File: config.mk
export PLATFORM = sky130hd
export DESIGN_NAME = timer_reg_arbiter_flat
export DESIGN_NICKNAME = d
export VERILOG_FILES = /design/src/rtl/timer_pkg.sv /design/src/rtl/timer_reg_arbiter_if.sv /design/src/rtl/timer_rr_arb.sv /design/src/rtl/timer_reg_arbiter.sv /design/src/flat_wrapper.sv
export SDC_FILE = /design/constraint.sdc
export NUM_CORES = 1
export LEC_CHECK = 0
export ABC_AREA = 1
export CAP_MARGIN = 20
export CORE_AREA = 2 2 117 119
export CTS_CLUSTER_DIAMETER = 200
export DETAILED_ROUTE_END_ITERATION = 8
export DIE_AREA = 0 0 119 121
export PLACE_DENSITY = 0.71
export SYNTH_ARGS = -nofsm -noshare
export SYNTH_HDL_FRONTEND = slang
export SYNTH_SLANG_ARGS = --single-unit
File: constraint.sdc
create_clock -name clk -period 5 [get_ports clk]
set_clock_uncertainty 0.15 [all_clocks]
set_input_delay 1 -clock clk [delete_from_list [all_inputs] [get_ports clk]]
set_output_delay 1 -clock clk [all_outputs]
set_load 0.01 [all_outputs]
File: src/rtl/timer_pkg.sv
// Shared definitions for the timer register block and its access sequencer:
// register map, TCR field layout and the sequencer state encoding.
package timer_pkg;

   typedef enum logic [11:0] {
      TCR_OFF   = 12'h000,
      TDR0_OFF  = 12'h004,
      TDR1_OFF  = 12'h008,
      TCMP0_OFF = 12'h00C,
      TCMP1_OFF = 12'h010,
      TIER_OFF  = 12'h014,
      TISR_OFF  = 12'h018,
      THCSR_OFF = 12'h01C
   } reg_off_e;

   localparam int TCR_EN_BIT     = 0;
   localparam int TCR_DIV_EN_BIT = 1;
   localparam int TCR_DIV_LSB    = 8;
   localparam int TCR_DIV_MSB    = 11;

   localparam logic [3:0] TCR_MAX_DIV = 4'h8;

   typedef enum logic [1:0] {
      ST_IDLE   = 2'd0,
      ST_ACCESS = 2'd1,
      ST_WAIT   = 2'd2,
      ST_RESP   = 2'd3
   } state_e;

   function automatic logic [1:0] idx2oh(input logic idx);
      return idx ? 2'b10 : 2'b01;
   endfunction

endpackage

File: src/rtl/timer_reg_arbiter_if.sv
// Requester-side bus of the register access sequencer: two packed requester
// lanes ({lane1,lane0}) plus the per-lane completion response.
interface timer_reg_arbiter_if #(
   parameter int ADDR_W = 12,
   parameter int DATA_W = 32
);
   logic [1:0]          req;
   logic [1:0]          we;
   logic [2*ADDR_W-1:0] addr;
   logic [2*DATA_W-1:0] wdata;
   logic [7:0]          wstrb;
   logic [1:0]          done;
   logic [1:0]          err;
   logic [DATA_W-1:0]   rsp_rdata;

   modport master (
      output req, we, addr, wdata, wstrb,
      input  done, err, rsp_rdata
   );

   modport slave (
      input  req, we, addr, wdata, wstrb,
      output done, err, rsp_rdata
   );
endinterface

File: src/rtl/timer_rr_arb.sv
// Two-way round-robin grant. The pointer remembers the last winner; on a tie
// the other requester wins. Reset leaves requester 0 favoured.
module timer_rr_arb (
   input  logic       clk,
   input  logic       rst,
   input  logic [1:0] req_i,
   input  logic       upd_i,
   input  logic       upd_idx_i,
   output logic       gnt_idx_o,
   output logic       gnt_vld_o
);

   logic last_q;

   always_ff @(posedge clk) begin
      if (rst) begin
         last_q <= 1'b1;
      end else if (upd_i) begin
         last_q <= upd_idx_i;
      end
   end

   always_comb begin
      gnt_vld_o = |req_i;
      if (req_i == 2'b11) begin
         gnt_idx_o = ~last_q;
      end else begin
         gnt_idx_o = req_i[1];
      end
   end

endmodule

File: src/rtl/timer_reg_arbiter.sv
// Arbitrates the APB bridge (lane 0) and debug sequencer (lane 1) onto the
// timer register port, rejecting illegal accesses before they reach it.
//
// state  | meaning
// IDLE   | sample requests, latch winner's command and legality
// ACCESS | one-cycle strobe (or pslverr for an illegal command)
// WAIT   | wait for pready, bounded by TIMEOUT cycles
// RESP   | one-cycle done/err/rdata to the winner, advance rr pointer
module timer_reg_arbiter
   import timer_pkg::*;
#(
   parameter int                ADDR_W   = 12,
   parameter int                DATA_W   = 32,
   parameter int                TIMEOUT  = 16,
   parameter logic [ADDR_W-1:0] MAX_ADDR = ADDR_W'(THCSR_OFF),
   parameter logic [3:0]        MAX_DIV  = TCR_MAX_DIV
) (
   input  logic              clk,
   input  logic              rst,
   timer_reg_arbiter_if.slave rq,
   input  logic [DATA_W-1:0] tcr_in,
   output logic              reg_wr_en,
   output logic              reg_rd_en,
   output logic [ADDR_W-1:0] reg_addr,
   output logic [DATA_W-1:0] reg_wdata,
   output logic [3:0]        reg_wstrb,
   output logic              reg_pslverr,
   input  logic              reg_pready,
   input  logic [DATA_W-1:0] reg_rdata
);

   localparam int CNT_W = $clog2(TIMEOUT);

   state_e            state_q;
   logic              win_q;
   logic              we_q;
   logic              illegal_q;
   logic [ADDR_W-1:0] addr_q;
   logic [DATA_W-1:0] wdata_q;
   logic [3:0]        wstrb_q;
   logic [CNT_W-1:0]  cnt_q;
   logic              wr_en_q;
   logic              rd_en_q;
   logic              pslverr_q;
   logic [1:0]        done_q;
   logic [1:0]        err_q;
   logic [DATA_W-1:0] rdata_q;

   logic              gnt_idx;
   logic              gnt_vld;
   logic              sel_we;
   logic [ADDR_W-1:0] sel_addr;
   logic [DATA_W-1:0] sel_wdata;
   logic [3:0]        sel_wstrb;
   logic [3:0]        div_new;
   logic              addr_bad;
   logic              div_bad;
   logic              illegal;
   logic              unused_tcr;

   timer_rr_arb u_arb (
      .clk       (clk),
      .rst       (rst),
      .req_i     (rq.req),
      .upd_i     (state_q == ST_RESP),
      .upd_idx_i (win_q),
      .gnt_idx_o (gnt_idx),
      .gnt_vld_o (gnt_vld)
   );

   always_comb begin
      sel_we    = rq.we[gnt_idx];
      sel_addr  = gnt_idx ? rq.addr[2*ADDR_W-1:ADDR_W]  : rq.addr[ADDR_W-1:0];
      sel_wdata = gnt_idx ? rq.wdata[2*DATA_W-1:DATA_W] : rq.wdata[DATA_W-1:0];
      sel_wstrb = gnt_idx ? rq.wstrb[7:4] : rq.wstrb[3:0];
      div_new   = sel_wdata[TCR_DIV_MSB:TCR_DIV_LSB];
      addr_bad  = (sel_addr[1:0] != 2'b00) || (sel_addr > MAX_ADDR);
      // Divider byte must stay in range and may not change while the timer runs.
      div_bad   = sel_we && (sel_addr == ADDR_W'(TCR_OFF)) && sel_wstrb[1] &&
                  ((div_new > MAX_DIV) ||
                   (tcr_in[TCR_EN_BIT] && (div_new != tcr_in[TCR_DIV_MSB:TCR_DIV_LSB])));
      illegal   = addr_bad || div_bad;
   end

   assign unused_tcr = ^{tcr_in[DATA_W-1:TCR_DIV_MSB+1], tcr_in[TCR_DIV_LSB-1:TCR_DIV_EN_BIT]};

   always_ff @(posedge clk) begin
      if (rst) begin
         state_q   <= ST_IDLE;
         win_q     <= 1'b0;
         we_q      <= 1'b0;
         illegal_q <= 1'b0;
         addr_q    <= '0;
         wdata_q   <= '0;
         wstrb_q   <= '0;
         cnt_q     <= '0;
         wr_en_q   <= 1'b0;
         rd_en_q   <= 1'b0;
         pslverr_q <= 1'b0;
         done_q    <= '0;
         err_q     <= '0;
         rdata_q   <= '0;
      end else begin
         wr_en_q   <= 1'b0;
         rd_en_q   <= 1'b0;
         pslverr_q <= 1'b0;
         done_q    <= '0;
         err_q     <= '0;
         rdata_q   <= '0;
         case (state_q)
            ST_IDLE: begin
               if (gnt_vld) begin
                  win_q     <= gnt_idx;
                  we_q      <= sel_we;
                  addr_q    <= sel_addr;
                  wdata_q   <= sel_wdata;
                  wstrb_q   <= sel_wstrb;
                  illegal_q <= illegal;
                  pslverr_q <= illegal;
                  wr_en_q   <= ~illegal & sel_we;
                  rd_en_q   <= ~illegal & ~sel_we;
                  state_q   <= ST_ACCESS;
               end
            end
            ST_ACCESS: begin
               cnt_q <= '0;
               if (illegal_q) begin
                  done_q  <= idx2oh(win_q);
                  err_q   <= idx2oh(win_q);
                  state_q <= ST_RESP;
               end else begin
                  state_q <= ST_WAIT;
               end
            end
            ST_WAIT: begin
               if (reg_pready) begin
                  done_q  <= idx2oh(win_q);
                  rdata_q <= we_q ? '0 : reg_rdata;
                  cnt_q   <= '0;
                  state_q <= ST_RESP;
               end else if (cnt_q == CNT_W'(TIMEOUT - 1)) begin
                  done_q  <= idx2oh(win_q);
                  err_q   <= idx2oh(win_q);
                  cnt_q   <= '0;
                  state_q <= ST_RESP;
               end else begin
                  cnt_q <= cnt_q + CNT_W'(1);
               end
            end
            ST_RESP: begin
               cnt_q   <= '0;
               state_q <= ST_IDLE;
            end
            default: state_q <= ST_IDLE;
         endcase
      end
   end

   assign reg_wr_en    = wr_en_q;
   assign reg_rd_en    = rd_en_q;
   assign reg_pslverr  = pslverr_q;
   assign reg_addr     = addr_q;
   assign reg_wdata    = wdata_q;
   assign reg_wstrb    = wstrb_q;
   assign rq.done      = done_q;
   assign rq.err       = err_q;
   assign rq.rsp_rdata = rdata_q;

endmodule
File: src/flat_wrapper.sv
// flat-port wrapper written by rule: the top's interface ports become plain ports
module timer_reg_arbiter_flat import timer_pkg::*;
#(
   parameter int                ADDR_W   = 12,
   parameter int                DATA_W   = 32,
   parameter int                TIMEOUT  = 16,
   parameter logic [ADDR_W-1:0] MAX_ADDR = ADDR_W'(THCSR_OFF),
   parameter logic [3:0]        MAX_DIV  = TCR_MAX_DIV
)
  (clk, rst, tcr_in, reg_wr_en, reg_rd_en, reg_addr, reg_wdata, reg_wstrb, reg_pslverr, reg_pready, reg_rdata, rq_req, rq_we, rq_addr, rq_wdata, rq_wstrb, rq_done, rq_err, rq_rsp_rdata);
  timer_reg_arbiter_if #(.ADDR_W(ADDR_W), .DATA_W(DATA_W)) rq_i ();
  input  logic clk;
  input  logic rst;
  input  logic [DATA_W-1:0] tcr_in;
  output logic reg_wr_en;
  output logic reg_rd_en;
  output logic [ADDR_W-1:0] reg_addr;
  output logic [DATA_W-1:0] reg_wdata;
  output logic [3:0] reg_wstrb;
  output logic reg_pslverr;
  input  logic reg_pready;
  input  logic [DATA_W-1:0] reg_rdata;
  input wire logic [$bits(rq_i.req)-1:0] rq_req;
  input wire logic [$bits(rq_i.we)-1:0] rq_we;
  input wire logic [$bits(rq_i.addr)-1:0] rq_addr;
  input wire logic [$bits(rq_i.wdata)-1:0] rq_wdata;
  input wire logic [$bits(rq_i.wstrb)-1:0] rq_wstrb;
  output wire logic [$bits(rq_i.done)-1:0] rq_done;
  output wire logic [$bits(rq_i.err)-1:0] rq_err;
  output wire logic [$bits(rq_i.rsp_rdata)-1:0] rq_rsp_rdata;
  assign rq_i.req = rq_req;
  assign rq_i.we = rq_we;
  assign rq_i.addr = rq_addr;
  assign rq_i.wdata = rq_wdata;
  assign rq_i.wstrb = rq_wstrb;
  assign rq_done = rq_i.done;
  assign rq_err = rq_i.err;
  assign rq_rsp_rdata = rq_i.rsp_rdata;
  timer_reg_arbiter #(.ADDR_W(ADDR_W), .DATA_W(DATA_W), .TIMEOUT(TIMEOUT), .MAX_ADDR(MAX_ADDR), .MAX_DIV(MAX_DIV)) u_core (.clk(clk), .rst(rst), .rq(rq_i), .tcr_in(tcr_in), .reg_wr_en(reg_wr_en), .reg_rd_en(reg_rd_en), .reg_addr(reg_addr), .reg_wdata(reg_wdata), .reg_wstrb(reg_wstrb), .reg_pslverr(reg_pslverr), .reg_pready(reg_pready), .reg_rdata(reg_rdata));
endmodule
* After elaboration in Yosys (flattened, before gate mapping)
Index checks and enable logic that the tools add are counted.
Storage, ports and cells: register bits after elaboration 97, input bits 167, output and inout bits 87, logic and storage cells 74
Operators by class: add/sub/neg operators 1, magnitude comparators 3, equality and inequality tests 8, multiplexer cells 21, bitwise logic cells 9, reduce and logical (&&, ||, !) cells 17
Operators with widths (count):
- 32-bit 2-to-1 mux | 1
- 2-bit 2-to-1 mux | 8
- 12-bit by 5-bit > comparator with 1-bit output (second input constant) | 1
- 12-bit logical NOT | 1
- 12-bit 2-to-1 mux | 1
- 4-bit 2-to-1 mux | 3
- 2-bit one-hot mux with 2 select lines | 2
- 2-bit one-hot mux with 4 select lines | 1
- 4-bit one-hot mux with 2 select lines | 1
- 1-bit inverter | 7
- 2-bit == test (second input constant) | 3
- 4-bit by 1-bit adder with 4-bit output (second input constant) | 1
- 4-bit == test (second input constant) | 1
- 4-bit > comparator (second input constant) | 1
- 1-bit logical AND | 4
- 1-bit 2-to-1 mux | 4
- 4-bit inequality test | 1
- 2-bit AND reduction | 2
- 2-bit nonzero test | 2
- 2-bit OR reduction | 2
- 4-bit OR reduction | 1
- 1-bit logical OR | 3
- 3-bit by 2-bit inequality test with 1-bit output (second input constant) | 1
- 3-bit OR reduction | 1
- 5 further kinds | 6

* Longest topological paths before layout
Gate-level depths: netlist of run 1.
depth in word-level cells 10, depth in mapped cells 14, mapped depth without buffers 14

* Cells and area by module
Synthesis of run 1 repeated with hierarchy kept, for this count alone.
Unflattened totals: cell total of the unflattened synthesis 468, area total of the unflattened synthesis 3837.4 sq um
By module, submodules not included:
- timer_reg_arbiter | instances 1, cells each 460, area an instance 3783.6 sq um
- timer_rr_arb | instances 1, cells each 8, area an instance 53.8 sq um

* Least setup slack after synthesis of run 1
No wires, ideal clock.
path kind input port to flip-flop, start point input rq_req[1], end point register u_core.illegal_q, setup time 114 ps, data arrival time 2007 ps, setup slack 2730 ps, cell stages on the path 10, buffers on the path 2, cells stage by stage buf_6 -> nand2_8 -> buf_6 -> or2_1 -> o21ai_2 -> nand4_1 -> nor3_2 -> nand2_1 -> nand2_1 -> nand2_1
Between the ends: word-level cells in the longest chain between the ends 8, elaborated cells on any way between the ends 21, classes of those cells 2 x order compare; 2 x eq/ne; 6 x mux; 11 x reduce/logical
Ends and longest elaborated chain:
- start, declared | line flat_wrapper.sv:23 | input wire logic [$bits(rq_i.req)-1:0] rq_req;
- branches (longest 8 deep; another with 12-bit by 5-bit > comparator with 1-bit output)
- end signal, assigned | line timer_reg_arbiter.sv:118 | illegal_q <= illegal;
- end, declared | line timer_reg_arbiter.sv:37 | logic illegal_q;
Parallel ways; which one is timed is not known. The select of a mux whose other input is x is not followed. A chain may end at the register's enable or synchronous reset.

* Worst setup path in the final report of run 1
Ends and elaborated chain as after synthesis.

==> metrics, run 1 <==
Clock Pin Slew Worst Setup and Hold Paths ~0.070 ns; post-route ant nets 0; WL met1 between 4 and 5 mm; TritonCTS clock tree done; vias in the first global route 3737; final wirelength between 10 and 15 mm; Post-Syn Area approximately 3800 um^2; dpl hpwl ~8.6 mm; Worst-Margin Slew 0.5220 ns; Hold Path Stages 2; power per cell area 394.3 nW/um^2; TNS Setup 0 ns; 1st-iter DRT viols about 210; layout net count 894; # diodes 0; layout cells sized above 1 0.04132; Placer Congestion about 0.76; Crit Path Max Fanout 55; CTS buffer count 9; FF-to-FF path depth 12; largest net degree at the start of global routing 56; fmax ~310 MHz; status finished, final reports clean; number of max-cap violations 0; Die Height around 120 um; critical path class input pin to register; Top Layer Used met4; top-level port count around 250; post_cts resized 0; Hold Buf Count CTS 0; met3 wire length about 1.2 mm; Vias 3927; WP data arrival between 3 and 4 ns; GR Util All Layers 0.1587; gr ovfl total 0; die area approximately 14000 um^2; Setup WS post-layout approximately 1.8 ns; sequential area share after synthesis 0.5065; Worst Setup End Kind register; router iterations before antenna repair 4; clock sinks 97; Core Box Area about 13000 um^2; syn_area_per_cell 7.637 um^2; routed wl met2 5.255 mm; clock tree buffer depth 2; fin area around 6600 um^2; Synth cell types 30; H-tree depth 3; Syn. warnings 0; endpoints failing setup 0; Finished Layout Cells between 900 and 1000; crit path time final ~3.2 ns; Initial Utilization 0.2930; Residual DRC 0; Final Hold Vio Count 0; area grow syn2layout 71.41%; Worst-Skew Late Latency around 0.34 ns; initial antenna violation count 0; Cell Area, Placed between 6000 and 7000 um^2; Setup WS pre-CTS approximately 1.4 ns; Mapped Cells 502; setup bufs post-CTS 0; CTS root buffer clkbuf_16; Slew headroom 0.6512; worst min path class register to register; Placed Cells roughly 890; RSZ-0062 raised after global routing no; VDD IR max between 0.2 and 0.25 mV; Mapped Nets 675; port bufs between 200 and 250; row count 42; synthesized flop and latch total 97; Die Width 119 um; CP startpoint kind input pin; DR WL/cell ~13 um; fin. max-slew vios 0; Final period util 0.6410; Leakage ~2.8 nW; first-pass GRT wire length 18.04 mm; CP Data Required Time about 5 ns; vias per cell about 4.4
## sequential cells by signal (all words and copies together) (netlist names)
signal and count:
u_core.reg_pslverr 1, u_core.rq.rsp_rdata 32, u_core.cnt_q 4, u_core.reg_wr_en 1, u_core.reg_addr 12, u_core.reg_wdata 32
u_core.illegal_q 1, u_core.rq.done 2, u_core.state_q 2, u_core.reg_rd_en 1, u_core.we_q 1, u_core.reg_wstrb 4
u_core.win_q 1, u_core.rq.err 2, u_core.u_arb.last_q 1
## cell usage in the layout (no fill, tap or decap), types with 3 or more instances in the layout
master,instances
nor2_1,77
nand3_1,23
ha_1,6
dfxtp_1,97
o21ai_0,71
inv_6,3
mux2i_1,5
nand2_1,96
inv_1,59
buf_4,4
a22o_1,7
clkbuf_16,9
a21oi_1,10
o21ai_1,8
clkdlybuf4s50_1,226
## critical path, cell delays in order
cell and delay (ns):
clkdlybuf4s50_1 0.77, nand2_8 0.29, inv_4 0.43, or2_0 0.16, o21ai_0 0.10, inv_1 0.11
nand3_1 0.07, nor2_1 0.10, nand2_1 0.06, nand2_1 0.10, nand2_1 0.09, nand2_1 0.06
## per-stage QoR
stage | hold WS (ns) | util | power, mW
finish | 0.3050 | 0.5022 | 2.591
global route | 0.3200 | 0.5022 | 2.751
CTS | 0.3089 | 0.5022 | 2.634
detailed placement | 0.2959 | 0.4774 | 1.870
global placement | 0.2865 | 0.4774 | 1.861
floorplan | 0.2760 | - | 1.396
## layer usage
metal | vias to the layer above | global-route usage
met5 | - | 0
met4 | 0 | 0.05506
met3 | 15 | 0.07096
met2 | 176 | 0.2615
met1 | 1712 | 0.1831
li1 | 2024 | -
## logic make-up (layout without fill, tap and decap cells)
logic type	count (synthesis)	count (layout)	synth area share
muxes	5	5	0.01306
AOI/OAI and AO/OA	101	101	0.1426
and+or+nand+nor	209	209	0.2258
adders and majority gates	6	6	0.01958
xor gates and xnor gates	1	1	0.002285
buffers and inverters	83	307	0.09008
DFF	97	97	0.5065
## cells in the mapped netlist
master,n,share of area
a211oi_1,1,0.0020
a21oi_1,10,0.013
a22o_1,7,0.016
a41oi_1,1,0.0023
buf_2,4,0.0052
buf_4,1,0.0020
buf_6,3,0.0088
clkbuf_1,14,0.014
dfxtp_1,97,0.51
ha_1,6,0.020
inv_1,59,0.058
inv_2,1,0.00098
inv_4,1,0.0016
mux2i_1,5,0.013
nand2_1,96,0.094
nand2_4,1,0.0029
nand2_8,1,0.0052
nand3_1,23,0.030
nand3b_1,2,0.0039
nand4_1,2,0.0033
nor2_1,79,0.077
nor3_2,1,0.0026
o21ai_0,71,0.093
o21ai_1,8,0.010
o21ai_2,2,0.0046
o22ai_1,1,0.0016
or2_0,1,0.0016
or2_1,2,0.0033
or2_2,1,0.0016
xor2_1,1,0.0023
## path summary, 6_finish.rpt
| kind | end | from | slack, ns |
|---|---|---|---|
| max | u_core.illegal_q | rq_req[1] | 1.80 |
| min | u_core.reg_addr[7] | u_core.reg_addr[7] | 0.30 |
| max reg2reg | u_core.illegal_q | u_core.u_arb.last_q | 2.82 |
| min reg2reg | u_core.reg_addr[7] | u_core.reg_addr[7] | 0.30 |
## report_power, final
part	internal, mW	switching [mW]	leakage [nW]	total (mW)
registers	0.922	0.0740	0.793	0.996
clock network	0.443	0.304	0.157	0.747
logic	0.435	0.414	1.80	0.849
total	1.80	0.792	2.75	2.59
## layout make-up
cell class                      count  area (um^2)
Fill cell                        1249         6514
Clock inverter                      7        98.84
Clock buffer                        9        225.2
Sequential cell                    97         1942
Multi-Input combinational cell    322         1562
Inverter                           61        231.5
Timing Repair Buffer              230         2292
Tap cell                          176        220.2
(Power assumes the default switching activity.)
==> run 2: changes to the inputs <==
==> constraint.sdc (replaced) <==
create_clock -name clk -period 3.2 [get_ports clk]
set_clock_uncertainty 0.15 [all_clocks]
set_input_delay 0.64 -clock clk [delete_from_list [all_inputs] [get_ports clk]]
set_output_delay 0.64 -clock clk [all_outputs]
set_load 0.01 [all_outputs]
==> run 2 against run 1 <==
  * Clock power increased by 35%
  * Critical path depth decreased by 2
  * Cell count increased by 0.55%
  * Combinational power increased by 57%
  * Critical path type unchanged
  * Largest cell class unchanged
==> metrics, run 2 (synthesis results as in run 1) <==
status finished, final reports clean; total power slightly below 4 mW; most frequent cells in the layout clkdlybuf4s50_1 (226), dfxtp_1 (97), nand2_1 (96); Placed Cells 891; TNS Setup 0 ns; vias per cell 4.334; Worst-Skew Late Latency between 0.3 and 0.4 ns; Finished Layout Cells between 900 and 1000; # diodes 0; dpl hpwl around 9 mm; crit path time final 2.431 ns; area grow syn2layout 71.15%; Clock Pin Slew Worst Setup and Hold Paths about 0.07 ns; Layout Utilization 0.5014; power per cell area around 600 nW/um^2; Final Hold Vio Count 0; Vias 3931; initial antenna violation count 0; layout net count 899; CP startpoint kind input pin; Residual DRC 0; Final period util 0.7597; sw frac 0.3191; post-route ant nets 0; Slew headroom 0.7505; H-tree depth 3; reg2reg start u_core.u_arb.last_q; 1st-iter DRT viols 140; top-level port count approximately 250; CP Data Required Time about 3.3 ns; CTS buffer count 9; WHS Endpoint u_core.reg_wdata[18]; endpoints failing setup 0; first-pass GRT wire length 18.86 mm; clock tree buffer depth 2; Leakage around 2.8 nW; worst min path class register to register; Placer Congestion a little under 0.8; setup bufs post-CTS 0; gr ovfl total 0; port bufs between 200 and 250; VDD IR max around 0.27 mV; final wirelength ~12 mm; layout cells sized above 1 0.04788; net load switching power around 1.2 mW; row count 42; Cell Area, Placed about 6300 um^2; TritonCTS clock tree done; Worst-Margin Slew 0.3703 ns; DR WL/cell ~13 um; fin area roughly 6600 um^2; Core Box Area approximately 13000 um^2; post_cts resized 0; Hold Path Stages 2; most common cell after layout, fill and taps aside clkdlybuf4s50_1; clock sinks 97; largest net degree at the start of global routing 33; number of max-cap violations 0; router iterations before antenna repair 4; fin. max-slew vios 0; hold_ws just over 0.3 ns; clock share of power 0.259; fmax about 410 MHz; vias in the first global route a little under 4000; Setup WS post-layout slightly below 0.8 ns; Die Height between 100 and 150 um; Crit Path Max Fanout 29; CTS root buffer clkbuf_16; Fillers around 1200; Hold Buf Count CTS 0; Setup WS pre-CTS 0.3538 ns; FF-to-FF path depth 9; Initial Utilization 0.2930; Internal roughly 2.7 mW; combinational share of power 0.341; R2R setup slack roughly 1.2 ns; RSZ-0062 raised after global routing no; Die Width 119 um; GR Util All Layers 0.1663; die area around 14000 um^2; Hold Crit Start u_core.reg_wdata[18]; FF+latch area ~1900 um^2; area of the multi-input gates 1562 um^2; Worst Setup End Kind register; sequential power share 0.400; WP data arrival between 2 and 3 ns; r2r endpoint u_core.illegal_q; critical path class input pin to register
[run 2: cell types whose count changed in the layout (fill, tap and decap cells not counted)]
| cell | delta |
|---|---|
| clkinvlp_4 | +1 |
| clkinv_2 | +1 |
| bufinv_16 | -2 |
| buf_4 | +5 |
[run 2: final cells by class]
class	instances	area share
clock buffers	9	0.03432
clock inverters	7	0.007818
flip-flops and latches	97	0.2960
repair buffers	235	0.3551
multi-input cells	322	0.2380
inverters	61	0.03528
well taps	176	0.03356
[run 2: power groups by stage]
| stage | clock network [mW] | registers, mW | logic, mW |
|---|---|---|---|
| after floorplan | 0 | 1.67 | 0.511 |
| after global placement | 0 | 1.58 | 1.34 |
| after detailed placement | 0 | 1.59 | 1.35 |
| after CTS | 1.05 | 1.57 | 1.36 |
| after global routing | 1.10 | 1.59 | 1.47 |
| final | 1.01 | 1.56 | 1.33 |
[run 2: metal layers]
metal,global-route usage,vias up,share of wire
met2,0.2816,174,0.47
met5,0,-,0
li1,-,2032,-
met3,0.05827,14,0.089
met1,0.1954,1711,0.43
met4,0.05804,0,0.015
[run 2: worst max-delay path: stages]
cell and delay (ns):
clkdlybuf4s50_1 0.52, nand2_4 0.12, nand2_8 0.19, buf_4 0.24
mux2i_1 0.24, nand2_1 0.11, nor3_2 0.18, nand2_1 0.13
nand2_1 0.10, nand2_1 0.05
[run 2: worst max path at each step]
stage | start | endpoint | slack [ns] | cells past startpoint
6_report | rq_req[0] | u_core.illegal_q | 0.77 | 10
5_1_grt | rq_req[0] | u_core.illegal_q | 0.55 | 11
4_1_cts | rq_req[0] | u_core.illegal_q | 0.72 | 10
3_5_place_dp | rq_req[0] | u_core.illegal_q | 0.35 | 10
3_3_place_gp | rq_req[0] | u_core.illegal_q | 0.37 | 10
2_1_floorplan | rq_req[1] | u_core.illegal_q | 1.29 | 10
==> run 3: changes to the inputs <==
--- a/config.mk
+++ b/config.mk
@@ -11,7 +11,7 @@
 export CTS_CLUSTER_DIAMETER = 200
 export DETAILED_ROUTE_END_ITERATION = 8
 export DIE_AREA = 0 0 119 121
-export PLACE_DENSITY = 0.71
+export PLACE_DENSITY = 0.73
 export SYNTH_ARGS = -nofsm -noshare
 export SYNTH_HDL_FRONTEND = slang
 export SYNTH_SLANG_ARGS = --single-unit
==> constraint.sdc (replaced) <==
create_clock -name clk -period 1.95 [get_ports clk]
set_clock_uncertainty 0.15 [all_clocks]
set_input_delay 0.39 -clock clk [delete_from_list [all_inputs] [get_ports clk]]
set_output_delay 0.39 -clock clk [all_outputs]
set_load 0.01 [all_outputs]
==> run 3 against run 2 <==
  * Sequential cell count did not move
  * Cell area rose by 4.2%
  * Worst hold slack got worse by 0.0019 ns
  * Core utilization rose by 2.1 points
  * Sequential power rose by 65%
  * Cell count rose by 2.6%
  * Via count rose by 1.5%
  * Setup slack got worse by 0.65 ns
==> metrics, run 3 (synthesis results as in run 1) <==
DR WL/cell 13.24 um; fmax about 550 MHz; slowest CP cell clkdlybuf4s50_1; Layout Utilization 0.5226; status finished, final reports clean; die area ~14000 um^2; TNS Setup 0 ns; row count 42; FF+latch area ~1900 um^2; top-level port count 254; area of the multi-input gates around 1600 um^2; gr ovfl total 0; Slew headroom 0.7685; RSZ-0062 raised after global routing no; GR Util All Layers 0.1714; Worst-Skew Late Latency ~0.34 ns; critical path class register to primary output; Leakage about 2.9 nW; number of max-cap violations 0; clock sinks just under 100; CP Data Required Time ~1.4 ns; Residual DRC 0; Setup WS post-layout about 0.12 ns; CTS buffer count 9; most common cell after layout, fill and taps aside clkdlybuf4s50_1; layout net count between 900 and 1000; TritonCTS clock tree done; Die Width around 120 um; # diodes 0; final wirelength roughly 12 mm; layout cells sized above 1 0.08079; endpoints failing setup 0; initial antenna violation count 0; CP delay by family, top buffers and inverters; area grow syn2layout 78.36%; R2R setup slack between 0.2 and 0.25 ns; max incr delay on CP around 0.6 ns; Finished Layout Cells 931; Worst Setup End Kind primary output; vias per cell about 4.3; post-route ant nets 0; Crit Path Max Fanout 2; first-pass GRT wire length around 19 mm; WP buf/inv 1; H-tree depth 3; Die Height 121 um; Core Box Area 13090 um^2; power per cell area between 900 and 1000 nW/um^2; CP startpoint kind register; dpl hpwl 9.253 mm; clock tree buffer depth 2; 1st-iter DRT viols ~130; port bufs 226; Vias 3989; Setup WS pre-CTS -0.3812 ns; fin area between 6000 and 7000 um^2; Placer Congestion roughly 0.8; Final period util 0.9404; Initial Utilization 0.2930; Final Hold Vio Count 0; fin. max-slew vios 0; crit path time final about 1.8 ns; largest net degree at the start of global routing 33; Fillers approximately 1300; WP data arrival around 1.3 ns; VDD IR max about 0.54 mV; worst min path class register to register; crit-path cells clkdlybuf4s50_1; router iterations before antenna repair 4; vias in the first global route about 3800; Clock Pin Slew Worst Setup and Hold Paths 0.07 ns; Worst-Margin Slew between 0.3 and 0.4 ns; most frequent cells in the layout clkdlybuf4s50_1 (224), dfxtp_1 (97), nand2_1 (96); Placed Cells around 910; CTS root buffer clkbuf_16; Cell Area, Placed 6485 um^2
[run 3: area by class of cell]
| class | count | area share |
|---|---|---|
| clock buffer | 9 | 0.03294 |
| sequential | 97 | 0.2840 |
| tap | 176 | 0.03220 |
| multi-input combinational | 324 | 0.2320 |
| inverter | 61 | 0.03385 |
| timing repair buffer | 257 | 0.3737 |
| clock inverter | 7 | 0.01134 |
[run 3: metal layers]
layer	part of all wire	GRT usage	vias to the layer above	routed length, um
met3	0.10	0.06532	11	1229
met1	0.43	0.1993	1710	5280
met4	0.013	0.06845	0	166
li1	-	-	2087	-
met5	0	0	-	0
met2	0.46	0.2845	181	5654
[run 3: repair_timing]
item | 4_1_cts | 5_1_grt
pin swaps | 1 | 0
setup buffers | 2 | 0
cloned | 1 | 1
hold buffers | 0 | 0
gates resized for setup | 2 | 3
setup endpoints to repair | 1 | 4
hold endpoints to repair | 0 | 0
[run 3: per-stage QoR]
stage | hold WS, ns | total power [mW]
floorplan | 0.2760 | 3.578
global placement | 0.2886 | 4.946
detailed placement | 0.2967 | 4.975
CTS | 0.3098 | 6.857
global route | 0.3370 | 7.167
finish | 0.3068 | 6.765
[run 3: power by group]
group / total [mW] / switching, mW / internal (mW)
Sequential: 2.58 / 0.213 / 2.36
Clock: 1.83 / 0.818 / 1.01
Combinational: 2.36 / 1.10 / 1.26
[run 3: worst paths after layout]
| path | start | end | cells after the start |
|---|---|---|---|
| setup / recovery | u_core.reg_addr[10] | reg_addr[10] | 1 |
| hold / removal | u_core.reg_wdata[9] | u_core.reg_wdata[9] | 2 |
| setup reg to reg | u_core.u_arb.last_q | u_core.illegal_q | 12 |
| hold reg to reg | u_core.reg_wdata[9] | u_core.reg_wdata[9] | 2 |
